--- src/rtl/sram_if_pkg.sv ---
// Shared constants and FSM encoding for the SRAM burst reader.
// Latency: n/a (declarations only).
// Backpressure: n/a.
package sram_if_pkg;

    localparam int AW_DEF = 10;
    localparam int DW_DEF = 128;

    // Width of a beat counter that must hold 2^aw (a full-memory burst).
    function automatic int beat_cnt_w(input int aw);
        return aw + 1;
    endfunction

    typedef logic [1:0] state_t;

    localparam state_t ST_IDLE  = 2'd0;
    localparam state_t ST_RUN   = 2'd1;
    localparam state_t ST_DRAIN = 2'd2;
    localparam state_t ST_ABORT = 2'd3;

endpackage

--- src/rtl/sram_burst_reader_if.sv ---
// Bundle of command, SRAM and read-stream signals of the burst reader.
// Latency: n/a (wiring only).
// Backpressure: rd_valid/rd_ready stream, cmd_valid/cmd_ready command.
// master: the reader side; slave: the command source, SRAM and consumer side.
interface sram_burst_reader_if #(
    parameter int AW     = sram_if_pkg::AW_DEF,
    parameter int DW     = sram_if_pkg::DW_DEF,
    parameter int STRB_W = DW / 8
);
    logic              cmd_valid;
    logic              cmd_ready;
    logic [AW-1:0]     cmd_addr;
    logic [AW-1:0]     cmd_len;
    logic              abort;
    logic              sram_cen;
    logic              sram_wen;
    logic [AW-1:0]     sram_addr;
    logic [DW-1:0]     sram_wdata;
    logic [STRB_W-1:0] sram_wstrb;
    logic [DW-1:0]     sram_rdata;
    logic              rd_valid;
    logic              rd_ready;
    logic [DW-1:0]     rd_data;
    logic              rd_last;
    logic              busy;
    logic              done;

    modport master (
        input  cmd_valid, cmd_addr, cmd_len, abort, sram_rdata, rd_ready,
        output cmd_ready, sram_cen, sram_wen, sram_addr, sram_wdata, sram_wstrb,
               rd_valid, rd_data, rd_last, busy, done
    );

    modport slave (
        output cmd_valid, cmd_addr, cmd_len, abort, sram_rdata, rd_ready,
        input  cmd_ready, sram_cen, sram_wen, sram_addr, sram_wdata, sram_wstrb,
               rd_valid, rd_data, rd_last, busy, done
    );
endinterface

--- src/rtl/sync_fifo_flag.sv ---
// Register FIFO of W-bit entries (typically {last, data}) with synchronous flush.
// Latency: a push is visible at the head the cycle after it is written.
// Backpressure: push ignored when full unless a pop happens the same cycle.
// Ports: clk, rst_n, flush, push/push_dat, pop, head_dat, count, empty.
module sync_fifo_flag #(
    parameter int DEPTH = 2,
    parameter int W     = 129,
    parameter int CW    = $clog2(DEPTH + 1)
) (
    input  logic          clk,
    input  logic          rst_n,
    input  logic          flush,
    input  logic          push,
    input  logic [W-1:0]  push_dat,
    input  logic          pop,
    output logic [W-1:0]  head_dat,
    output logic [CW-1:0] count,
    output logic          empty
);
    localparam int PW = (DEPTH > 1) ? $clog2(DEPTH) : 1;

    logic [W-1:0]  mem [DEPTH];
    logic [PW-1:0] wr_ptr;
    logic [PW-1:0] rd_ptr;
    logic          do_push;
    logic          do_pop;

    function automatic logic [PW-1:0] ptr_inc(input logic [PW-1:0] p);
        return (p == PW'(DEPTH - 1)) ? '0 : p + PW'(1);
    endfunction

    assign empty    = (count == '0);
    assign do_pop   = pop && !empty;
    // A full FIFO may still accept a push when the head leaves in the same cycle.
    assign do_push  = push && ((count != CW'(DEPTH)) || do_pop);
    assign head_dat = mem[rd_ptr];

    always_ff @(posedge clk or negedge rst_n) begin
        if (!rst_n) begin
            wr_ptr <= '0;
            rd_ptr <= '0;
            count  <= '0;
            for (int i = 0; i < DEPTH; i++) begin
                mem[i] <= '0;
            end
        end else if (flush) begin
            wr_ptr <= '0;
            rd_ptr <= '0;
            count  <= '0;
        end else begin
            if (do_push) begin
                mem[wr_ptr] <= push_dat;
                wr_ptr      <= ptr_inc(wr_ptr);
            end
            if (do_pop) begin
                rd_ptr <= ptr_inc(rd_ptr);
            end
            case ({do_push, do_pop})
                2'b10:   count <= count + CW'(1);
                2'b01:   count <= count - CW'(1);
                default: count <= count;
            endcase
        end
    end
endmodule

--- src/rtl/sram_burst_reader.sv ---
// Burst read initiator: turns {addr, len} commands into one SRAM read per cycle.
// Latency: first rd_valid two cycles after command accept; one beat per cycle sustained.
// Backpressure: issue is credit-limited so fifo_count + inflight never exceeds FIFO_DEPTH.
// Ports: clk, rst_n (async, active-low), bus (master modport: command, SRAM, stream, status).
module sram_burst_reader
    import sram_if_pkg::*;
#(
    parameter int AW         = AW_DEF,
    parameter int DW         = DW_DEF,
    parameter int STRB_W     = DW / 8,
    parameter int FIFO_DEPTH = 2
) (
    input  logic                 clk,
    input  logic                 rst_n,
    sram_burst_reader_if.master  bus
);
    localparam int CW  = beat_cnt_w(AW);
    localparam int FCW = $clog2(FIFO_DEPTH + 1);

    state_t          state;
    state_t          state_nxt;
    logic [AW-1:0]   cur_addr;
    logic [CW-1:0]   remain;
    logic            inflight;
    logic            inflight_last;
    logic [FCW-1:0]  fifo_count;
    logic            fifo_empty;
    logic [DW:0]     fifo_head;
    logic            in_burst;
    logic            abort_hit;
    logic            accept;
    logic            rd_vld;
    logic            pop;
    logic            bypass;
    logic            issue;
    logic            last_issue;
    logic            finish;
    logic            fifo_push;
    logic            fifo_pop;

    assign in_burst  = (state == ST_RUN) || (state == ST_DRAIN);
    assign abort_hit = in_burst && bus.abort;
    assign accept    = (state == ST_IDLE) && bus.cmd_valid;

    // With an empty FIFO the returning SRAM word is presented directly, which
    // gives the two-cycle first-beat latency and lets a depth-2 FIFO sustain
    // one beat per cycle.
    assign bypass = fifo_empty && inflight;
    assign rd_vld = !fifo_empty || inflight;
    assign pop    = rd_vld && bus.rd_ready;

    assign issue = (state == ST_RUN) && !bus.abort && (remain != '0) &&
                   ((int'(fifo_count) + int'(inflight) - int'(pop)) < FIFO_DEPTH);
    assign last_issue = issue && (remain == CW'(1));

    // Returning data goes to the FIFO unless it was consumed via the bypass
    // path or the burst is being aborted this cycle.
    assign fifo_push = inflight && !abort_hit && !(bypass && pop);
    assign fifo_pop  = pop && !fifo_empty && !abort_hit;

    // An empty FIFO with nothing in flight in DRAIN means the last beat has left.
    assign finish = ((state == ST_DRAIN) && !bus.abort && fifo_empty && !inflight) ||
                    ((state == ST_ABORT) && !inflight);

    always_comb begin
        state_nxt = state;
        case (state)
            ST_IDLE:  if (accept) state_nxt = ST_RUN;
            ST_RUN: begin
                if (bus.abort)       state_nxt = ST_ABORT;
                else if (last_issue) state_nxt = ST_DRAIN;
            end
            ST_DRAIN: begin
                if (bus.abort)       state_nxt = ST_ABORT;
                else if (finish)     state_nxt = ST_IDLE;
            end
            ST_ABORT: if (finish) state_nxt = ST_IDLE;
            default:  state_nxt = ST_IDLE;
        endcase
    end

    always_ff @(posedge clk or negedge rst_n) begin
        if (!rst_n) begin
            state         <= ST_IDLE;
            cur_addr      <= '0;
            remain        <= '0;
            inflight      <= 1'b0;
            inflight_last <= 1'b0;
        end else begin
            state         <= state_nxt;
            inflight      <= issue;
            inflight_last <= last_issue;
            if (accept) begin
                cur_addr <= bus.cmd_addr;
                remain   <= CW'(bus.cmd_len) + CW'(1);
            end else if (issue) begin
                cur_addr <= cur_addr + AW'(1);
                remain   <= remain - CW'(1);
            end
        end
    end

    sync_fifo_flag #(
        .DEPTH (FIFO_DEPTH),
        .W     (DW + 1),
        .CW    (FCW)
    ) u_fifo (
        .clk      (clk),
        .rst_n    (rst_n),
        .flush    (abort_hit),
        .push     (fifo_push),
        .push_dat ({inflight_last, bus.sram_rdata}),
        .pop      (fifo_pop),
        .head_dat (fifo_head),
        .count    (fifo_count),
        .empty    (fifo_empty)
    );

    assign bus.cmd_ready  = (state == ST_IDLE);
    assign bus.sram_cen   = issue;
    assign bus.sram_wen   = 1'b0;
    assign bus.sram_addr  = cur_addr;
    assign bus.sram_wdata = '0;
    assign bus.sram_wstrb = {STRB_W{1'b0}};
    assign bus.rd_valid   = rd_vld;
    assign bus.rd_data    = !rd_vld ? '0 : (fifo_empty ? bus.sram_rdata : fifo_head[DW-1:0]);
    assign bus.rd_last    = !rd_vld ? 1'b0 : (fifo_empty ? inflight_last : fifo_head[DW]);
    assign bus.busy       = (state != ST_IDLE);
    assign bus.done       = finish;
endmodule

--- src/flat_wrapper.sv ---
// flat-port wrapper written by rule: the top's interface ports become plain ports
module sram_burst_reader_flat import sram_if_pkg::*;
#(
    parameter int AW         = AW_DEF,
    parameter int DW         = DW_DEF,
    parameter int STRB_W     = DW / 8,
    parameter int FIFO_DEPTH = 2
)
  (clk, rst_n, bus_cmd_valid, bus_cmd_addr, bus_cmd_len, bus_abort, bus_sram_rdata, bus_rd_ready, bus_cmd_ready, bus_sram_cen, bus_sram_wen, bus_sram_addr, bus_sram_wdata, bus_sram_wstrb, bus_rd_valid, bus_rd_data, bus_rd_last, bus_busy, bus_done);
  sram_burst_reader_if #(.AW(AW), .DW(DW), .STRB_W(STRB_W)) bus_i ();
  input  logic clk;
  input  logic rst_n;
  input wire logic [$bits(bus_i.cmd_valid)-1:0] bus_cmd_valid;
  input wire logic [$bits(bus_i.cmd_addr)-1:0] bus_cmd_addr;
  input wire logic [$bits(bus_i.cmd_len)-1:0] bus_cmd_len;
  input wire logic [$bits(bus_i.abort)-1:0] bus_abort;
  input wire logic [$bits(bus_i.sram_rdata)-1:0] bus_sram_rdata;
  input wire logic [$bits(bus_i.rd_ready)-1:0] bus_rd_ready;
  output wire logic [$bits(bus_i.cmd_ready)-1:0] bus_cmd_ready;
  output wire logic [$bits(bus_i.sram_cen)-1:0] bus_sram_cen;
  output wire logic [$bits(bus_i.sram_wen)-1:0] bus_sram_wen;
  output wire logic [$bits(bus_i.sram_addr)-1:0] bus_sram_addr;
  output wire logic [$bits(bus_i.sram_wdata)-1:0] bus_sram_wdata;
  output wire logic [$bits(bus_i.sram_wstrb)-1:0] bus_sram_wstrb;
  output wire logic [$bits(bus_i.rd_valid)-1:0] bus_rd_valid;
  output wire logic [$bits(bus_i.rd_data)-1:0] bus_rd_data;
  output wire logic [$bits(bus_i.rd_last)-1:0] bus_rd_last;
  output wire logic [$bits(bus_i.busy)-1:0] bus_busy;
  output wire logic [$bits(bus_i.done)-1:0] bus_done;
  assign bus_i.cmd_valid = bus_cmd_valid;
  assign bus_i.cmd_addr = bus_cmd_addr;
  assign bus_i.cmd_len = bus_cmd_len;
  assign bus_i.abort = bus_abort;
  assign bus_i.sram_rdata = bus_sram_rdata;
  assign bus_i.rd_ready = bus_rd_ready;
  assign bus_cmd_ready = bus_i.cmd_ready;
  assign bus_sram_cen = bus_i.sram_cen;
  assign bus_sram_wen = bus_i.sram_wen;
  assign bus_sram_addr = bus_i.sram_addr;
  assign bus_sram_wdata = bus_i.sram_wdata;
  assign bus_sram_wstrb = bus_i.sram_wstrb;
  assign bus_rd_valid = bus_i.rd_valid;
  assign bus_rd_data = bus_i.rd_data;
  assign bus_rd_last = bus_i.rd_last;
  assign bus_busy = bus_i.busy;
  assign bus_done = bus_i.done;
  sram_burst_reader #(.AW(AW), .DW(DW), .STRB_W(STRB_W), .FIFO_DEPTH(FIFO_DEPTH)) u_core (.clk(clk), .rst_n(rst_n), .bus(bus_i));
endmodule
--- config.mk ---
export PLATFORM = sky130hd
export DESIGN_NAME = sram_burst_reader_flat
export DESIGN_NICKNAME = d
export VERILOG_FILES = /design/src/rtl/sram_if_pkg.sv /design/src/rtl/sram_burst_reader_if.sv /design/src/rtl/sync_fifo_flag.sv /design/src/rtl/sram_burst_reader.sv /design/src/flat_wrapper.sv
export SDC_FILE = /design/constraint.sdc
export NUM_CORES = 1
export LEC_CHECK = 0
export BUFFER_PORTS_ARGS = -buffer_cell sky130_fd_sc_hd__buf_2
export CAP_MARGIN = 40
export CORE_ASPECT_RATIO = 0.75
export CORE_UTILIZATION = 35
export DETAILED_ROUTE_END_ITERATION = 7
export PLACE_DENSITY = 0.61
export SLEW_MARGIN = 20
export SYNTH_ARGS = -nofsm -noshare
export SYNTH_HDL_FRONTEND = slang
export SYNTH_HIERARCHICAL = 1
export SYNTH_SLANG_ARGS = --single-unit
--- constraint.sdc ---
create_clock -name clk -period 9.15 [get_ports clk]
set_input_delay 0.4575 -clock clk [delete_from_list [all_inputs] [get_ports clk]]
set_output_delay 0.4575 -clock clk [all_outputs]
set_load 0.01 [all_outputs]
==> flow_summary_export.csv <==
group,metric,value,unit
power_and_ir_drop,vdd_drop_max,0.000139,V
critical_path,cp.required,8.69,ns
timing,slew_viol_final,0,
logic_synthesis,ys_types,52,
power_and_ir_drop,p_per_area,311,nW/um2
clock_network,clk_latency,0.57,ns
timing,fmax,0.192,GHz
routing,drt_wl_total,37600,um
routing,antenna_left,0,
floorplanning,core-area,46000,um2
clock_network,clockBufferDepth,3,
floorplanning,die_h,189,um
timing,post-route-min-period,5.20,ns
critical_path,crit_top_cell,"buf_4",
logic_synthesis,synthSimpleGateAreaFrac,6.67,%
timing,rsz0062_at_grt,"false",
critical_path,worstPathCellList,"nor2_4 -> buf_4 -> buf_4 -> nand2b_4 -> and2_1 -> fa_1 -> xnor2_1 -> a32oi_4 -> or3_1 -> inv_1 -> buf_2",
logic_synthesis,synthCells,1489,
clock_network,clock_sinks,287,
clock_network,cts-root-buf,"clkbuf_16",
timing,period_share,56.8,%
placed_design,place_area,18000,um2
flow_run,maxCapViolations,0,
power_and_ir_drop,clockPowerShare,21.6,%
timing,tns,0,ns
cells_and_area,syn_to_final_growth,16.2,%
logic_synthesis,yosys.area.top_type_share,43.9,%
floorplanning,dieArea,47600,um2
floorplanning,io_pins,442,
placed_design,port_buffers,296,
timing,finalHoldViolations,0,
clock_network,path_clk_slew,0.07,ns
power_and_ir_drop,combinationalPowerShare,40.4,%
critical_path,reg2reg_depth,11,
floorplanning,row_count,68,
global_routing,grt_max_degree,91,
critical_path,path_class,"flip-flop to output port",
cells_and_area,final_area,19000,um2
timing,setup_viol,0,
logic_synthesis,syn_area,16400,um2
critical_path,end_kind,"output port",
clock_network,cts_setup_buffers,0,
power_and_ir_drop,intPower,3920,uW
global_routing,grt-ovfl-total,0,
logic_synthesis,ys_seq_area_share,43.9,%
placed_design,gp_congestion,0.817,
logic_synthesis,synth_compound_area_share,6.00,%
clock_network,tritoncts,"done",
critical_path,reg2reg_to,"u_core/bus.sram_addr[9]$_DFFE_PN0P_",
routing,num_vias,11000,
placed_design,hpwl,24900,um
global_routing,antenna_found_initial,2,
routing,dr.pass1.iters,4,
logic_synthesis,synthArstFlopShare,100,%
logic_synthesis,synth_adder_area_share,0.811,%
power_and_ir_drop,pwr-share-seq,38.0,%
routing,wl_per_cell,15.6,um
logic_synthesis,ys.flop_type,"dfrtp_1",
critical_path,r2r-start,"u_core/u_fifo/count[1]$_DFFE_PN0P_",
clock_network,htreeDepth,1,
logic_synthesis,synth.area.mux_share,29.2,%
min_path,hold_start,"bus_cmd_addr[4]",
power_and_ir_drop,switching_share,33.7,%
timing,tightest_slew,0.821,ns
logic_synthesis,yosys_warnings,6,
min_path,hold_depth,2,
logic_synthesis,synthXorXnorAreaFrac,1.02,%
critical_path,worstPathArrival,4.74,ns
timing,skew,0.0196,ns
cells_and_area,fill_cells,4381,
min_path,worstHoldEndpoint,"u_core/bus.sram_addr[4]$_DFFE_PN0P_",
floorplanning,die_w,252,um
critical_path,crit_fanout,69,
clock_network,cts_made_buffers,30,
cells_and_area,final_nets,1921,
cells_and_area,drive_above_1_share,42.9,%
logic_synthesis,synth_edf_count,0,
critical_path,slowest_delay,0.69,ns
logic_synthesis,synth_top_family_by_area,"multiplexers",
min_path,hold_path.class,"primary input to flip-flop",
floorplanning,start_util,35.5,%
outcome,status,"finished, final reports clean",
logic_synthesis,synth_area_leader_cell,"dfrtp_1",
critical_path,timing.critical_path.slowest_stage_cell,"buf_4",
critical_path,r2r_slack,4.44,ns
logic_synthesis,syn_avg_cell_area,11.0,um2
timing,relSlewSlack,45.2,%
global_routing,grt_first_pass_wirelength,59800,um
critical_path,critical_path.startpoint_type,"flip-flop",
global_routing,grt_usage,15.4,%
routing,drc,0,
logic_synthesis,synth-seq-cells,287,
power_and_ir_drop,netSwitchingPower,1990,uW
global_routing,grt_pass1_vias,11200,
power_and_ir_drop,total_leakage_power,0.00974,uW
logic_synthesis,synth_area_leaders,"dfrtp_1, mux2_2, mux2_4",
routing,avgViaCountPerCell,4.57,
routing,drt_iter0_markers,525,
-- metal layers --
| metal | up-vias | GRT usage, % | wire length, um |
|---|---|---|---|
| li1 | 5248 | - | - |
| met1 | 5462 | 20.7 | 17300 |
| met4 | 2 | 3.47 | 650 |
| met5 | - | 0 | 17 |
| met2 | 246 | 25.3 | 17600 |
| met3 | 51 | 3.18 | 1980 |
-- power groups by stage --
stage	Combinational (uW)	Sequential [uW]	Clock (uW)
after CTS	2420	2240	1330
after detailed placement	2410	2250	0
after global placement	2340	2210	0
after floorplan	1830	2140	0
after global routing	2640	2330	1380
final	2390	2240	1280
-- synth_stat cells (11+ instances only) --
library cell / instances
dfrtp_1: 287
nor2_1: 28
nand2_1: 146
buf_4: 145
clkbuf_1: 45
a21oi_1: 15
mux2_2: 289
o21ai_0: 138
buf_6: 13
mux2_4: 99
inv_1: 138
buf_2: 16
xnor2_1: 11
nand3_1: 11
-- critical path: cells and delay by family (launching register included) --
family / cells / cell delay [ns]
AOI/OAI and AO/OA: 1 / 0.14
xor gates and xnor gates: 1 / 0.29
adders and majority gates: 1 / 0.42
buffers and inverters: 4 / 1.52
DFF: 1 / 0.54
and+or+nand+nor: 4 / 1.11
-- state kept, by name, summed over array words and instances (netlist names) --
| name | cells |
|---|---|
| u_core/remain | 11 |
| u_core/u_fifo/wr_ptr | 1 |
| u_core/u_fifo/count | 2 |
| u_core/u_fifo/mem | 258 |
| u_core/inflight | 1 |
| u_core/inflight_last | 1 |
| u_core/bus.sram_addr | 10 |
| u_core/state | 2 |
| u_core/u_fifo/rd_ptr | 1 |
-- metrics by stage --
| stage | hold slack (ns) | cells | power [uW] | utilization (%) | worst slack [ns] |
|---|---|---|---|---|---|
| 3_3_place_gp | 0.483 | 2348 | 4560 | 38.7 | 4.47 |
| 2_1_floorplan | 0.162 | 1633 | 3970 | - | 6.06 |
| 5_1_grt | 0.103 | 2409 | 6340 | 41.3 | 3.61 |
| 3_5_place_dp | 0.490 | 2355 | 4660 | 39.0 | 4.46 |
| 4_1_cts | 0.0911 | 2409 | 5990 | 41.3 | 3.89 |
| 6_report | 0.125 | 2410 | 5910 | 41.3 | 3.95 |
-- kinds of logic after synthesis --
logic type	after synthesis
simple gates	239
mux	392
xor+xnor	19
fa+ha+maj	10
buf+inv	362
flops	287
other cells	1
compound gates	179
-- cell usage in the layout (no fill, tap or decap), drive strengths merged, types with 4 or more instances in the layout --
master,instances
a21oi,16
a31oi,9
and3,6
buf,316
clkbuf,47
clkinv,4
conb,145
dfrtp,287
ha,9
inv,138
mux2,388
mux2i,4
nand2,146
nand2b,6
nand3,11
nand4,4
nor2,28
nor2b,5
nor3,6
nor4,7
o21ai,138
or4,5
xnor2,11
xor2,8
-- worst max-delay path by stage --
stage                                             from                             endpoint  cells past startpoint
floorplan           u_core/u_fifo/count[1]$_DFFE_PN0P_  u_core/bus.sram_addr[7]$_DFFE_PN0P_                     11
global placement    u_core/u_fifo/count[1]$_DFFE_PN0P_  u_core/bus.sram_addr[7]$_DFFE_PN0P_                     11
detailed placement  u_core/u_fifo/count[1]$_DFFE_PN0P_  u_core/bus.sram_addr[9]$_DFFE_PN0P_                     11
CTS                 u_core/u_fifo/count[1]$_DFFE_PN0P_                         bus_sram_cen                     11
global route        u_core/u_fifo/count[1]$_DFFE_PN0P_                      bus_rd_data[73]                      8
finish              u_core/u_fifo/count[1]$_DFFE_PN0P_                         bus_sram_cen                     11
-- area by class of cell --
cell class	count	area, um2	share of cell area (%)
multi-input combinational	984	7720	40.6
sequential	287	7190	37.8
timing repair buffer	317	1770	9.31
clock buffer	47	946	4.98
tap	630	788	4.15
inverter	138	518	2.72
clock inverter	6	83.8	0.441
antenna	1	2.50	0.0132
-- timing repair --
item                      CTS  global route
resized for setup           0             0
hold buffers                1             0
hold endpoints to repair   88             0
Note: power is estimated with default switching activity, not from simulation.
